==> src/rtl/button_cmd_pulser_pkg.sv <==
`default_nettype none
// ============================================================================
// button_cmd_pulser_pkg
// Command indices, default timing and the priority helper for the pulser.
// Revision: 1.0
// ============================================================================
package button_cmd_pulser_pkg;

  localparam int CMD_LD1  = 0;
  localparam int CMD_LD2  = 1;
  localparam int CMD_UP   = 2;
  localparam int CMD_DOWN = 3;
  localparam int NUM_CMDS = 4;

  localparam int DEF_DEB_CYCLES = 100000;
  localparam int DEF_REP_DELAY  = 50000000;
  localparam int DEF_REP_RATE   = 10000000;
  localparam int DEF_CNT_W      = 27;

  typedef logic [NUM_CMDS-1:0] cmd_vec_t;

  // Lowest index wins, which gives Ld_1 > Ld_2 > up > down.
  function automatic cmd_vec_t lowest_set(input cmd_vec_t v);
    return v & (~v + cmd_vec_t'(1));
  endfunction

endpackage : button_cmd_pulser_pkg
`default_nettype wire

==> src/rtl/btn_debounce.sv <==
`default_nettype none
// ============================================================================
// btn_debounce
// 2-FF synchroniser followed by a stable-sample counter on one raw button.
// Revision: 1.0
// ============================================================================
module btn_debounce
  import button_cmd_pulser_pkg::*;
#(
  parameter int DEB_CYCLES = DEF_DEB_CYCLES,
  parameter int CNT_W      = DEF_CNT_W
) (
  input  logic clk,
  input  logic rst,
  input  logic raw,
  output logic level
);

  localparam logic [CNT_W-1:0] c_last = CNT_W'(DEB_CYCLES - 1);

  logic             r_sync1;
  logic             r_sync2;
  logic             r_level;
  logic [CNT_W-1:0] r_cnt;

  always_ff @(posedge clk or negedge rst) begin
    if (!rst) begin
      r_sync1 <= 1'b0;
      r_sync2 <= 1'b0;
      r_level <= 1'b0;
      r_cnt   <= '0;
    end else begin
      r_sync1 <= raw;
      r_sync2 <= r_sync1;
      if (r_sync2 == r_level) begin
        r_cnt <= '0;
      end else if (r_cnt == c_last) begin
        r_level <= ~r_level;
        r_cnt   <= '0;
      end else begin
        r_cnt <= r_cnt + CNT_W'(1);
      end
    end
  end

  assign level = r_level;

endmodule : btn_debounce
`default_nettype wire

==> src/rtl/button_cmd_pulser.sv <==
`default_nettype none
// ============================================================================
// button_cmd_pulser
// Debounced push-buttons to one-hot counter command strobes with auto-repeat.
// Revision: 1.0
// ============================================================================
module button_cmd_pulser
  import button_cmd_pulser_pkg::*;
#(
  parameter int DEB_CYCLES = DEF_DEB_CYCLES,
  parameter int REP_DELAY  = DEF_REP_DELAY,
  parameter int REP_RATE   = DEF_REP_RATE,
  parameter int CNT_W      = DEF_CNT_W
) (
  input  logic clk,
  input  logic rst,
  input  logic btn_up,
  input  logic btn_down,
  input  logic btn_ld1,
  input  logic btn_ld2,
  output logic up,
  output logic down,
  output logic Ld_1,
  output logic Ld_2,
  output logic EN
);

  cmd_vec_t   w_raw;
  cmd_vec_t   w_lvl;
  cmd_vec_t   r_lvl_d;
  cmd_vec_t   w_press;
  cmd_vec_t   w_ev;
  cmd_vec_t   r_cmd;
  logic       r_en;
  logic [1:0] w_rep;
  logic       w_both;

  assign w_raw[CMD_LD1]  = btn_ld1;
  assign w_raw[CMD_LD2]  = btn_ld2;
  assign w_raw[CMD_UP]   = btn_up;
  assign w_raw[CMD_DOWN] = btn_down;

  for (genvar i = 0; i < NUM_CMDS; i++) begin : g_deb
    btn_debounce #(
      .DEB_CYCLES (DEB_CYCLES),
      .CNT_W      (CNT_W)
    ) u_deb (
      .clk   (clk),
      .rst   (rst),
      .raw   (w_raw[i]),
      .level (w_lvl[i])
    );
  end

  always_ff @(posedge clk or negedge rst) begin
    if (!rst) r_lvl_d <= '0;
    else      r_lvl_d <= w_lvl;
  end

  assign w_press = w_lvl & ~r_lvl_d;
  assign w_both  = w_lvl[CMD_UP] & w_lvl[CMD_DOWN];

  // Timer 0 means idle; it starts the first cycle its button is the only one
  // of up/down held, so a press and a partner release both get a full delay.
  for (genvar i = 0; i < 2; i++) begin : g_rep
    localparam int IDX = CMD_UP + i;
    localparam logic [CNT_W-1:0] c_delay  = CNT_W'(REP_DELAY);
    localparam logic [CNT_W-1:0] c_reload = CNT_W'(REP_DELAY - REP_RATE + 1);

    logic [CNT_W-1:0] r_tmr;

    always_ff @(posedge clk or negedge rst) begin
      if (!rst)                            r_tmr <= '0;
      else if (!w_lvl[IDX] || w_both)      r_tmr <= '0;
      else if (r_tmr == '0)                r_tmr <= CNT_W'(1);
      else if (r_tmr == c_delay)           r_tmr <= c_reload;
      else                                 r_tmr <= r_tmr + CNT_W'(1);
    end

    assign w_rep[i] = w_lvl[IDX] & ~w_both & (r_tmr == c_delay);
  end

  always_comb begin
    w_ev           = w_press;
    w_ev[CMD_UP]   = w_press[CMD_UP]   | w_rep[0];
    w_ev[CMD_DOWN] = w_press[CMD_DOWN] | w_rep[1];
  end

  always_ff @(posedge clk or negedge rst) begin
    if (!rst) begin
      r_cmd <= '0;
      r_en  <= 1'b0;
    end else begin
      r_cmd <= lowest_set(w_ev);
      r_en  <= |w_ev;
    end
  end

  assign Ld_1 = r_cmd[CMD_LD1];
  assign Ld_2 = r_cmd[CMD_LD2];
  assign up   = r_cmd[CMD_UP];
  assign down = r_cmd[CMD_DOWN];
  assign EN   = r_en;

endmodule : button_cmd_pulser
`default_nettype wire

==> config.mk <==
export PLATFORM = sky130hd
export DESIGN_NAME = button_cmd_pulser
export DESIGN_NICKNAME = d
export VERILOG_FILES = /design/src/rtl/button_cmd_pulser_pkg.sv /design/src/rtl/btn_debounce.sv /design/src/rtl/button_cmd_pulser.sv
export SDC_FILE = /design/constraint.sdc
export NUM_CORES = 1
export LEC_CHECK = 0
export ABC_AREA = 1
export BUFFER_PORTS_ARGS = -buffer_cell sky130_fd_sc_hd__buf_2
export CORE_AREA = 4 4 151 153
export CTS_CLUSTER_DIAMETER = 200
export DETAILED_ROUTE_END_ITERATION = 8
export DIE_AREA = 0 0 155 157
export PLACE_DENSITY = 0.72
export RECOVER_POWER = 25
export SLEW_MARGIN = 10
export SYNTH_ARGS = -nofsm -noshare
export SYNTH_HDL_FRONTEND = slang
export SYNTH_SLANG_ARGS = --single-unit
==> constraint.sdc <==
create_clock -name clk -period 2 [get_ports clk]
set_input_delay 0.1 -clock clk [delete_from_list [all_inputs] [get_ports clk]]
set_output_delay 0.1 -clock clk [all_outputs]
set_load 0.01 [all_outputs]
Yosys cells after proc, flatten, opt, wreduce, memory -nomap -nowiden
Cells that the tools add are included.

Reduce and logical (&&, ||, !) cells: 11. Add/sub/neg operators: 7. Equality and inequality tests: 10. Bitwise gates (word level): 20. Mux-type cells: 14.

Operator list (count): 27-bit 2-to-1 mux (14); 27-bit by 1-bit adder with 27-bit output (second input constant) (6); 27-bit by 17-bit equality test with 1-bit output (second input constant) (4); 27-bit by 26-bit equality test with 1-bit output (second input constant) (2); 27-bit zero test (2); 1-bit inverter (9); 4-bit bitwise AND (2); 4-bit inverter (2); 2-bit AND reduction (4); 1-bit bitwise AND (5); 4-bit by 1-bit adder with 4-bit output (second input constant) (1); 1-bit equality test (4); 4-bit OR reduction (1); 1-bit zero test (2); 1-bit logical OR (2); 1-bit bitwise OR (2).

Flip-flop bits (word level): 183. Output and inout port bits: 5. Bits of input ports: 6.

Depth between registers and ports, before layout
Depth after elaboration: 8. Gate-level depth with buffers: 10.

Cells and area by module
From an unflattened synthesis, not the netlist that was laid out.

Cell total of the unflattened synthesis: 1571. Area, all modules: 10978.0 um^2.

Modules (own cells, without submodules): btn_debounce at g_deb[0].u_deb ... (times used 3, cells each 254, area each 1789.2 um^2); button_cmd_pulser (times used 1, cells each 554, area each 3844.9 um^2); btn_debounce at g_deb[2].u_deb (times used 1, cells each 255, area each 1765.4 um^2).

Least setup slack after synthesis
Ideal clock, no wire load.

Kind: reg2reg. Start: register g_deb[3].u_deb.r_cnt[0]. End: register g_deb[3].u_deb.r_cnt[0]. Setup slack: 0.561 ns. Setup time: 0.120 ns. Cell stages (with the launch flop): 9. Arrival time: 1.318 ns. Clock period less this slack: 1.439 ns. Cell sequence: dfrtp_1 > ha_1 > inv_1 > nor2_4 > nand2_1 > nor3_2 > nand2_1 > nand2_2 > nor2_1.

Cells in the longest elaborated chain, start to end: 3.

Ends and longest elaborated chain: start: declaration (line btn_debounce.sv:24) `logic [CNT_W-1:0] r_cnt;`; start signal: assignment (line btn_debounce.sv:41) `r_cnt <= r_cnt + CNT_W'(1);`; 27-bit by 1-bit adder with 27-bit output or 27-bit by 17-bit equality test with 1-bit output (tied branches) (line btn_debounce.sv:41, btn_debounce.sv:37); 27-bit 2-to-1 mux (*) (line btn_debounce.sv:37) `end else if (r_cnt == c_last) begin`; 27-bit 2-to-1 mux (*) (line btn_debounce.sv:35) `if (r_sync2 == r_level) begin`.

Every way passes the cells marked *; elsewhere a longest branch is shown, timed or not. A chain may end at the register's enable or synchronous reset.

Worst setup path after layout
Start: register g_deb[1].u_deb.r_cnt[0]. End: register g_deb[1].u_deb.r_cnt[10].

Cells in the longest elaborated chain, start to end: 3.

Ends and longest elaborated chain (line): start: declaration (btn_debounce.sv:24); start signal: assignment (btn_debounce.sv:41); 27-bit by 1-bit adder with 27-bit output or 27-bit by 17-bit equality test with 1-bit output (tied branches) (btn_debounce.sv:41, btn_debounce.sv:37); 27-bit 2-to-1 mux (*) (btn_debounce.sv:37); 27-bit 2-to-1 mux (*) (btn_debounce.sv:35).

Marked as above.

==> impl_metrics.toml <==
[critical_path]
r2r_end = "g_deb[1].u_deb.r_cnt[10]"
r2r_slack_ps = 330
start_kind = "register"
path_cells = "ha_1 -> nand2_1 -> nor2_1 -> nand2_1 -> nor2_1 -> nand3_1 -> nand2_1 -> nor2_1"
cp.required_ps = 2320
cpPeakStageDelay_ps = 420
crit_type = "register to register"
endpoint_kind = "register"
critPathMaxFanout = 6
reg2reg_from = "g_deb[1].u_deb.r_cnt[0]"
slowest_stage = "dfrtp_1"
crit_arrival_ps = 1990
r2r_cells = 8

[clock_tree]
clk_path_buf_depth = 2
cts.clk_slew.worst_paths_ps = 70
tritoncts = "built"
cts_root_buffer = "clkbuf_16"
ctsHtreeMaxLevel = 4
postCtsSetupRepairBufs = 0
clk_latency_ps = 430
numClockSinks = 183
cts_made_buffers = 17
cts_resized = 0

[sta]
clock_skew_ps = 7.937
fin_crit_sh = 0.8367
drv_slew = 0
clock.fmax_mhz = 597.6
finalSetupViolations = 0
worst_slack_ps = 326.5
hold_violations = 0
rsz0062_at_grt = "no"
slew_headroom = 0.3364
min_period_ps = 1673
fin_setup_tns_ps = 0
tightest_slew_ps = 995.4
holdWs_ps = 211.0

[synth]
synth_cell_type_count = 30
netlist_instances = 1531
synthArstFlopShare = 1.000
synth-seq-area-share = 0.4303
yosys.area.top_type_share = 0.4303
synth_area_leaders = "dfrtp_1, nand2_1, nor2_1, inv_1, nand3_1"
synth_top_cell_by_area = "dfrtp_1"
synth_seq_cells = 183
synth_top_cells_by_count = "nand2_1, nor2_1, dfrtp_1"
syn_nets = 1545
synth_edf_count = 0
avgSynthCellArea_um2 = 6.951
yosysWarnings = 0
syn_area_mm2 = 0.01064
yosysMostFrequentCell = "nand2_1"
synth_ff_type = "dfrtp_1"

[placement]
place.gp.congestion = 0.9622
dpl.hpwl_um = 18330
port_buffers = 10
dp_cells = 1825
pre_cts_slack_ps = 334.9

[drt]
wire_per_inst_um = 13.07
first_pass_iters = 5
route.detailed.drc = 0
drtIter0Drc = 593
viasPerCell = 5.113
antenna_left = 0
routed_wl_um = 24310
vias = 9516

[floorplanning]
core-area_mm2 = 0.02155
die_h_um = 157
die-area_mm2 = 0.02434
die_w_um = 155
start_util = 0.4938
io-pin-count = 11
rows = 54

[grt]
grt_max_degree = 61
grt_pass1_wl_um = 41700
first_global_vias = 9057
antenna_found_initial = 0
gr-total-overflow = 0
grtUsageTotal = 0.2060

[power]
p_int_uw = 5487
powerDensity_mw_per_mm2 = 607.5
leakagePower_uw = 0.004767
comb_power_share = 0.025
clkPwrFrac = 0.447
pwr-share-seq = 0.528
p_switching_uw = 1617
ir_drop_v = 0.0005290
switching_share = 0.2276

[cells_and_area]
synthToLayoutAreaGrowth_pct = 9.887
finalNonFillerCells = 1861
n_antenna_cell = 0
finalNetCount = 1583
drive_gt1_frac = 0.07653
post-route-util = 0.5426
fillCellCount = 2062

[job]
drv_cap = 0

[min_path]
holdCritPathClass = "input port to asynchronous set/reset pin"

[run_status]
status = "finished clean"
worst max-delay path, delay by kind of cell (launching register included):
| kind | cells | cell delay [ps] |
|---|---|---|
| and+or+nand+nor | 7 | 850 |
| DFF | 1 | 420 |
| adders and majority gates | 1 | 280 |
state kept, by name, indices dropped and copies added (netlist names):
register,cells
g_deb.u_deb.r_sync2,4
r_lvl_d,4
g_deb.u_deb.r_cnt,108
g_rep.r_tmr,54
EN,1
g_deb.u_deb.level,4
r_cmd,4
g_deb.u_deb.r_sync1,4
through the flow:
stage                     instance area [µm²]  total power, µW
final                                   11700             7105
after global routing                    11700             7363
after CTS                               11730             7196
after detailed placement                11130             4010
after floorplan                         10640             3888
after global placement                  11130             4007
worst max-delay path by stage:
| stage | start | end | depth (start not counted) |
|---|---|---|---|
| after floorplan | g_deb[3].u_deb.r_cnt[0] | g_deb[3].u_deb.r_cnt[0] | 8 |
| after global placement | g_deb[1].u_deb.r_cnt[0] | g_deb[1].u_deb.r_cnt[10] | 8 |
| after detailed placement | g_deb[1].u_deb.r_cnt[0] | g_deb[1].u_deb.r_cnt[3] | 8 |
| after CTS | g_deb[1].u_deb.r_cnt[0] | g_deb[1].u_deb.r_cnt[10] | 8 |
| after global routing | g_deb[1].u_deb.r_cnt[0] | g_deb[1].u_deb.r_cnt[3] | 8 |
| final | g_deb[1].u_deb.r_cnt[0] | g_deb[1].u_deb.r_cnt[10] | 8 |
area by class of cell:
type,instances,area [µm²],area share
flip-flops and latches,183,4579,0.3916
well taps,280,350.3,0.02996
inverters,168,630.6,0.05392
clock buffers,21,480.5,0.04108
multi-input cells,1174,5406,0.4623
repair buffers,25,175.2,0.01498
clock inverters,10,72.57,0.006205
routing by layer:
| layer | share of wire | track usage | vias up |
|---|---|---|---|
| li1 | - | - | 4822 |
| met1 | 0.46 | 0.2742 | 4403 |
| met2 | 0.47 | 0.3456 | 240 |
| met3 | 0.041 | 0.02914 | 51 |
| met4 | 0.028 | 0.07401 | 0 |
| met5 | 0 | 0 | - |
power by group through the flow:
stage                     Combinational [µW]  Sequential, µW  Clock (µW)
after floorplan                         71.5            3820           0
after global placement                   185            3820           0
after detailed placement                 188            3820           0
after CTS                                196            3750        3250
after global routing                     211            3750        3400
final                                    177            3750        3180
cell usage in the layout, fill, tap and decap left out, drive strengths merged:
cell and count:
ha 8, dfrtp 183, a21oi 26, clkbuf 25, dlygate4sd3 5, buf 16
nor2 426, a21o 3, and2 5, nand2 448, xnor2 21, clkinvlp 3
clkinv 7, a31oi 6, xor2 48, or2 3, nor3 25, nand3 92
o21ai 19, inv 168, nand4 30, nand3b 4, o21a 1, o21bai 6
nor3b 3
cell families after synthesis:
logic type,Yosys count,synth area share
simple gates,1036,0.4101
flops,183,0.4303
buf+inv,174,0.06172
xor+xnor,69,0.05678
compound gates,61,0.03174
fa+ha+maj,8,0.009406
what timing repair did:
action | in CTS | in global routing
hold endpoints to repair | 59 | 0
setup endpoints to repair | 0 | 0
hold buffers | 5 | 0
No activity file was read; power rests on OpenSTA's default activity.
